[config.mk]
export PLATFORM = sky130hd
export DESIGN_NAME = mem_port_arbiter_flat
export DESIGN_NICKNAME = d
export VERILOG_FILES = /design/src/rtl/mem_port_arbiter_if.sv /design/src/rtl/mem_port_arbiter.sv /design/src/flat_wrapper.sv
export SDC_FILE = /design/constraint.sdc
export NUM_CORES = 1
export LEC_CHECK = 0
export CORE_ASPECT_RATIO = 1.4
export CORE_MARGIN = 5
export CORE_UTILIZATION = 25
export DETAILED_ROUTE_END_ITERATION = 12
export SLEW_MARGIN = 20
export SYNTH_ARGS = -nofsm -noshare
export SYNTH_HDL_FRONTEND = slang
export SYNTH_SLANG_ARGS = --single-unit
[constraint.sdc]
create_clock -name clk -period 5.2 [get_ports clk]
set_input_delay 1.56 -clock clk [delete_from_list [all_inputs] [get_ports clk]]
set_output_delay 1.56 -clock clk [all_outputs]
set_load 0.01 [all_outputs]
[src/rtl/mem_port_arbiter_if.sv]
// Core-side and memory-side signals of the shared memory port.
// The arbiter takes the master view. The core and memory take the slave view.
interface mem_port_arbiter_if #(
    parameter int unsigned AW = 32,
    parameter int unsigned DW = 32
);
    logic          i_req;
    logic [AW-1:0] i_addr;
    logic [DW-1:0] i_rdata;
    logic          i_done;

    logic          d_req;
    logic          d_wr;
    logic [AW-1:0] d_addr;
    logic [DW-1:0] d_wdata;
    logic [DW-1:0] d_rdata;
    logic          d_done;

    logic          m_req;
    logic          m_wr;
    logic [AW-1:0] m_addr;
    logic [DW-1:0] m_wdata;
    logic [DW-1:0] m_rdata;
    logic          m_ack;

    modport master (
        input  i_req, i_addr, d_req, d_wr, d_addr, d_wdata, m_rdata, m_ack,
        output i_rdata, i_done, d_rdata, d_done, m_req, m_wr, m_addr, m_wdata
    );

    modport slave (
        output i_req, i_addr, d_req, d_wr, d_addr, d_wdata, m_rdata, m_ack,
        input  i_rdata, i_done, d_rdata, d_done, m_req, m_wr, m_addr, m_wdata
    );
endinterface

[src/rtl/mem_port_arbiter.sv]
// Arbitrates fetch and data requests onto one variable-latency memory port, with bounded data priority.
// Defining MEM_ARB_TIMEOUT_EN makes the arbiter abort any access that is not acked within TIMEOUT wait cycles.
module mem_port_arbiter #(
    parameter int unsigned AW           = 32,
    parameter int unsigned DW           = 32,
    parameter int unsigned STARVE_LIMIT = 4,
    parameter int unsigned TIMEOUT      = 64
) (
    input  logic               clk,
    input  logic               rst,
    mem_port_arbiter_if.master bus,
    output logic               busy,
    output logic               err
);
    if (STARVE_LIMIT < 1 || STARVE_LIMIT > 15 || TIMEOUT < 2 || TIMEOUT > 255) begin : g_param_check
        $error("mem_port_arbiter: STARVE_LIMIT or TIMEOUT out of range");
    end

    typedef enum logic [1:0] {IDLE, WAIT_I, WAIT_D, DONE} state_t;

    state_t        state_q, state_d;
    logic [3:0]    starve_q, starve_d;
    logic          own_d_q, own_d_d;
    logic          m_req_q, m_req_d;
    logic          m_wr_q, m_wr_d;
    logic [AW-1:0] m_addr_q, m_addr_d;
    logic [DW-1:0] m_wdata_q, m_wdata_d;
    logic [DW-1:0] i_rdata_q, i_rdata_d;
    logic [DW-1:0] d_rdata_q, d_rdata_d;
    logic          fetch_forced;

`ifdef MEM_ARB_TIMEOUT_EN
    localparam logic [7:0] TMO_LAST = 8'(TIMEOUT - 1);
    logic [7:0] tmo_q, tmo_d;
    logic       err_q, err_d;
`endif

    always_ff @(posedge clk or posedge rst) begin
        if (rst) begin
            state_q   <= IDLE;
            starve_q  <= '0;
            own_d_q   <= 1'b0;
            m_req_q   <= 1'b0;
            m_wr_q    <= 1'b0;
            m_addr_q  <= '0;
            m_wdata_q <= '0;
            i_rdata_q <= '0;
            d_rdata_q <= '0;
        end else begin
            state_q   <= state_d;
            starve_q  <= starve_d;
            own_d_q   <= own_d_d;
            m_req_q   <= m_req_d;
            m_wr_q    <= m_wr_d;
            m_addr_q  <= m_addr_d;
            m_wdata_q <= m_wdata_d;
            i_rdata_q <= i_rdata_d;
            d_rdata_q <= d_rdata_d;
        end
    end

`ifdef MEM_ARB_TIMEOUT_EN
    always_ff @(posedge clk or posedge rst) begin
        if (rst) begin
            tmo_q <= '0;
            err_q <= 1'b0;
        end else begin
            tmo_q <= tmo_d;
            err_q <= err_d;
        end
    end
`endif

    always_comb begin
        state_d      = state_q;
        starve_d     = starve_q;
        own_d_d      = own_d_q;
        m_req_d      = m_req_q;
        m_wr_d       = m_wr_q;
        m_addr_d     = m_addr_q;
        m_wdata_d    = m_wdata_q;
        i_rdata_d    = i_rdata_q;
        d_rdata_d    = d_rdata_q;
        fetch_forced = bus.i_req && (starve_q == 4'(STARVE_LIMIT));
`ifdef MEM_ARB_TIMEOUT_EN
        tmo_d        = tmo_q;
        err_d        = 1'b0;
`endif
        unique case (state_q)
            IDLE: begin
`ifdef MEM_ARB_TIMEOUT_EN
                tmo_d = '0;
`endif
                // Data wins unless fetch has already waited out STARVE_LIMIT data grants.
                if (bus.d_req && !fetch_forced) begin
                    state_d   = WAIT_D;
                    own_d_d   = 1'b1;
                    m_req_d   = 1'b1;
                    m_wr_d    = bus.d_wr;
                    m_addr_d  = bus.d_addr;
                    m_wdata_d = bus.d_wdata;
                    starve_d  = bus.i_req ? starve_q + 4'd1 : '0;
                end else if (bus.i_req) begin
                    state_d  = WAIT_I;
                    own_d_d  = 1'b0;
                    m_req_d  = 1'b1;
                    m_wr_d   = 1'b0;
                    m_addr_d = bus.i_addr;
                    starve_d = '0;
                end
            end
            WAIT_I, WAIT_D: begin
                if (bus.m_ack) begin
                    m_req_d = 1'b0;
                    state_d = DONE;
                    if (!m_wr_q) begin
                        if (state_q == WAIT_D) d_rdata_d = bus.m_rdata;
                        else                   i_rdata_d = bus.m_rdata;
                    end
                end
`ifdef MEM_ARB_TIMEOUT_EN
                else if (tmo_q == TMO_LAST) begin
                    m_req_d = 1'b0;
                    state_d = DONE;
                    err_d   = 1'b1;
                end else begin
                    tmo_d = tmo_q + 8'd1;
                end
`endif
            end
            DONE: begin
                state_d = IDLE;
            end
            default: begin
                state_d = IDLE;
            end
        endcase
    end

    assign bus.m_req   = m_req_q;
    assign bus.m_wr    = m_wr_q;
    assign bus.m_addr  = m_addr_q;
    assign bus.m_wdata = m_wdata_q;
    assign bus.i_rdata = i_rdata_q;
    assign bus.d_rdata = d_rdata_q;
    assign bus.i_done  = (state_q == DONE) && !own_d_q;
    assign bus.d_done  = (state_q == DONE) && own_d_q;
    assign busy        = (state_q != IDLE);

`ifdef MEM_ARB_TIMEOUT_EN
    assign err = err_q;
`else
    assign err = 1'b0;
`endif
endmodule

[src/flat_wrapper.sv]
// flat-port wrapper written by rule: the top's interface ports become plain ports
module mem_port_arbiter_flat 
#(
    parameter int unsigned AW           = 32,
    parameter int unsigned DW           = 32,
    parameter int unsigned STARVE_LIMIT = 4,
    parameter int unsigned TIMEOUT      = 64
)
  (clk, rst, busy, err, bus_i_req, bus_i_addr, bus_d_req, bus_d_wr, bus_d_addr, bus_d_wdata, bus_m_rdata, bus_m_ack, bus_i_rdata, bus_i_done, bus_d_rdata, bus_d_done, bus_m_req, bus_m_wr, bus_m_addr, bus_m_wdata);
  mem_port_arbiter_if #(.AW(AW), .DW(DW)) bus_i ();
  input  logic clk;
  input  logic rst;
  output logic busy;
  output logic err;
  input wire logic [$bits(bus_i.i_req)-1:0] bus_i_req;
  input wire logic [$bits(bus_i.i_addr)-1:0] bus_i_addr;
  input wire logic [$bits(bus_i.d_req)-1:0] bus_d_req;
  input wire logic [$bits(bus_i.d_wr)-1:0] bus_d_wr;
  input wire logic [$bits(bus_i.d_addr)-1:0] bus_d_addr;
  input wire logic [$bits(bus_i.d_wdata)-1:0] bus_d_wdata;
  input wire logic [$bits(bus_i.m_rdata)-1:0] bus_m_rdata;
  input wire logic [$bits(bus_i.m_ack)-1:0] bus_m_ack;
  output wire logic [$bits(bus_i.i_rdata)-1:0] bus_i_rdata;
  output wire logic [$bits(bus_i.i_done)-1:0] bus_i_done;
  output wire logic [$bits(bus_i.d_rdata)-1:0] bus_d_rdata;
  output wire logic [$bits(bus_i.d_done)-1:0] bus_d_done;
  output wire logic [$bits(bus_i.m_req)-1:0] bus_m_req;
  output wire logic [$bits(bus_i.m_wr)-1:0] bus_m_wr;
  output wire logic [$bits(bus_i.m_addr)-1:0] bus_m_addr;
  output wire logic [$bits(bus_i.m_wdata)-1:0] bus_m_wdata;
  assign bus_i.i_req = bus_i_req;
  assign bus_i.i_addr = bus_i_addr;
  assign bus_i.d_req = bus_d_req;
  assign bus_i.d_wr = bus_d_wr;
  assign bus_i.d_addr = bus_d_addr;
  assign bus_i.d_wdata = bus_d_wdata;
  assign bus_i.m_rdata = bus_m_rdata;
  assign bus_i.m_ack = bus_m_ack;
  assign bus_i_rdata = bus_i.i_rdata;
  assign bus_i_done = bus_i.i_done;
  assign bus_d_rdata = bus_i.d_rdata;
  assign bus_d_done = bus_i.d_done;
  assign bus_m_req = bus_i.m_req;
  assign bus_m_wr = bus_i.m_wr;
  assign bus_m_addr = bus_i.m_addr;
  assign bus_m_wdata = bus_i.m_wdata;
  mem_port_arbiter #(.AW(AW), .DW(DW), .STARVE_LIMIT(STARVE_LIMIT), .TIMEOUT(TIMEOUT)) u_core (.clk(clk), .rst(rst), .bus(bus_i), .busy(busy), .err(err));
endmodule
==> results.ini <==
[status]
status = finished, final reports clean

[global_routing]
grt_usage_pct = 13.0
globalRouteOverflowTotal = 0
first_global_vias = 4813
grt_max_degree = 48
grt_pass1_wl_um = 27100
antenna_found_initial = 0

[clock_network]
clk_pin_slew_ns = 0.06
h-tree-depth = 4
hold_buffers = 0
numCtsBuffers = 17
cts_sinks = 137
clockBufferDepth = 2
cts_root_buf = clkbuf_16
postCtsResizedCells = 0
tritoncts = done
post_cts_buffers = 0
clkLatencyLatePin_ns = 0.42

[setup_path]
crit_arrival_ns = 1.79
worstPathRequired_ns = 3.64
cpPeakStageDelay_ns = 0.55
path_common_cell = inv_1
critPathCaptureType = output port
critPathLaunchType = flip-flop
path_buf_inv = 3
crit_fanout = 4
cp_cell_sequence = inv_1 > ha_1 > inv_1 > clkdlybuf4s50_1
slowest_stage = clkdlybuf4s50_1
crit_type = reg2out
path_delay_family = buffers and inverters
rrSetupSlack_ns = 2.78

[placement]
place_congestion = 0.764
dpl.hpwl_um = 12600
port_buffers = 266
dp.cells = 993

[detailed_routing]
firstDrtPassIters = 4
vias = 4485
post_drt_wl_per_cell_um = 16.7
drc = 0
vias_per_cell = 4.38
drtAntennaViolNets = 0
routed_wl_um = 17100
drtIter0Drc = 112

[floorplan]
initial_core_util_pct = 25.3
die_y_um = 191
io_pins = 268
die_w_um = 139
num_rows = 66
die-area_um2 = 26600
core-area_um2 = 23100

[layout]
n_fill_cell = 2208
insertedDiodeCount = 0
drive_gt1_share_pct = 12.0
nets = 847
final_cell_mix = clkdlybuf4s50_1, dfrtp_1, nand2_1, mux2_1
synthToLayoutAreaGrowth_pct = 61.9
final_common_cell = clkdlybuf4s50_1
final_cells = 1024

[logic_synthesis]
synth_area_per_cell_um2 = 13.2
ys_seq_elements = 137
synthesis.area_um2 = 5840
synth-seq-area-share_pct = 58.7
syn_inst = 443
ys_warn_count = 0
ys_types = 36
synth_fp_nets = 584

[power_and_ir_drop]
p_int_mw = 3.95
pwr-share-seq_pct = 32.8
comb_power_share_pct = 46.2
powerDensity_nw_per_um2 = 612
p_clk_share_pct = 21.0
p_switching_mw = 1.83
power.leakage_nw = 3.88
ir_drop_mv = 0.227
finalPower_mw = 5.78
p_sw_share_pct = 31.7

[job]
maxCapViolCount = 0

[worst_hold_path]
hold_path.class = reg2reg

[timing]
clock_skew_ns = 0.0110
tns_ns = 0
holdWs_ns = 0.480
slew_violations = 0
setup_viol = 0
min_period_over_period_pct = 64.4
worst_slew_pin_slew_ns = 0.670
rsz0062_at_grt = false
fin_crit_ns = 3.35
hold_viol = 0
fmax_ghz = 0.299
maxSlewHeadroom_pct = 55.3

[cells in the mapped netlist, drive strengths merged]
master / instances / share of area [%]
nor2b: 2 / 0.21
a32o: 2 / 0.34
nand3b: 1 / 0.13
o31ai: 2 / 0.26
dfrtp: 137 / 59
buf: 16 / 2.0
nor2: 2 / 0.13
mux2i: 1 / 0.17
o21a: 1 / 0.13
a21oi: 1 / 0.086
a31o: 1 / 0.15
a21o: 1 / 0.13
ha: 7 / 1.5
a22o: 1 / 0.15
xnor2: 1 / 0.15
inv: 8 / 0.51
nor3b: 1 / 0.13
o21ai: 2 / 0.24
nand4: 32 / 3.4
nand4b: 1 / 0.41
and2: 2 / 0.21
nand2: 66 / 4.2
conb: 1 / 0.064
clkbuf: 18 / 1.2
mux2: 97 / 20
nand3: 1 / 0.086
o211ai: 32 / 4.1
nor4bb: 1 / 0.17
a31oi: 3 / 0.32
and3: 1 / 0.19
and3b: 1 / 0.15
[per-stage QoR]
step / setup slack [ns] / area [um2] / utilization (%)
6_report: 1.85 / 9450 / 40.9
5_1_grt: 1.76 / 9450 / 40.9
4_1_cts: 1.81 / 9450 / 40.9
3_5_place_dp: 1.53 / 8870 / 38.3
3_3_place_gp: 1.58 / 8820 / 38.1
2_1_floorplan: 1.93 / 5840 / -
[sequential cells by signal (all words and copies together), names as in the netlist]
name	flops
u_core.bus.d_rdata	32
u_core.bus.i_rdata	32
u_core.bus.m_addr	32
u_core.bus.m_req	1
u_core.bus.m_wdata	32
u_core.bus.m_wr	1
u_core.own_d_q	1
u_core.starve_q	4
u_core.state_q	2
[final cells by class]
cell class              count  area, um2  area share [%]
clock buffers              22        464            4.91
clock inverters             9        123            1.30
inverters                   8       33.8           0.357
multi-input cells         264       2210            23.4
flip-flops and latches    137       3430            36.3
well taps                 306        383            4.05
repair buffers            278       2810            29.7
[worst paths after layout]
kind,start,to,cells past startpoint
worst max-delay path,u_core.state_q[0],busy,4
worst min-delay path,u_core.bus.i_rdata[29],u_core.bus.i_rdata[29],1
worst max register to register,u_core.state_q[0],u_core.bus.m_wdata[16],5
worst min register to register,u_core.bus.i_rdata[29],u_core.bus.i_rdata[29],1
max in group asynchronous,rst,u_core.bus.m_wdata[23],4
min in group asynchronous,rst,u_core.bus.m_wdata[30],2
[power by group through the flow]
stage | clock network (mW) | logic [mW] | registers [mW]
global placement | 0 | 2.70 | 1.90
finish | 1.22 | 2.67 | 1.90
detailed placement | 0 | 2.73 | 1.91
global route | 1.31 | 2.88 | 1.97
floorplan | 0 | 1.03 | 2.13
CTS | 1.26 | 2.73 | 1.90
[per-layer routing]
metal / vias to the layer above / track usage [%] / wire length, um
met2: 200 / 22.7 / 8550
li1: 2102 / - / -
met4: 0 / 3.95 / 180
met5: - / 0 / 0
met1: 2172 / 14.2 / 6760
met3: 11 / 5.75 / 1590
[logic make-up after synthesis]
logic type / count (synthesis) / synth area share (%)
AO/OA/AOI/OAI: 46 / 5.91
other: 1 / 0.0642
adder cells (fa/ha/maj): 7 / 1.50
multiplexers: 98 / 20.5
XOR/XNOR: 1 / 0.150
buffers and inverters: 42 / 3.69
AND/OR/NAND/NOR: 111 / 9.49
flip-flops: 137 / 58.7
Power figures use the tool's default switching activity.
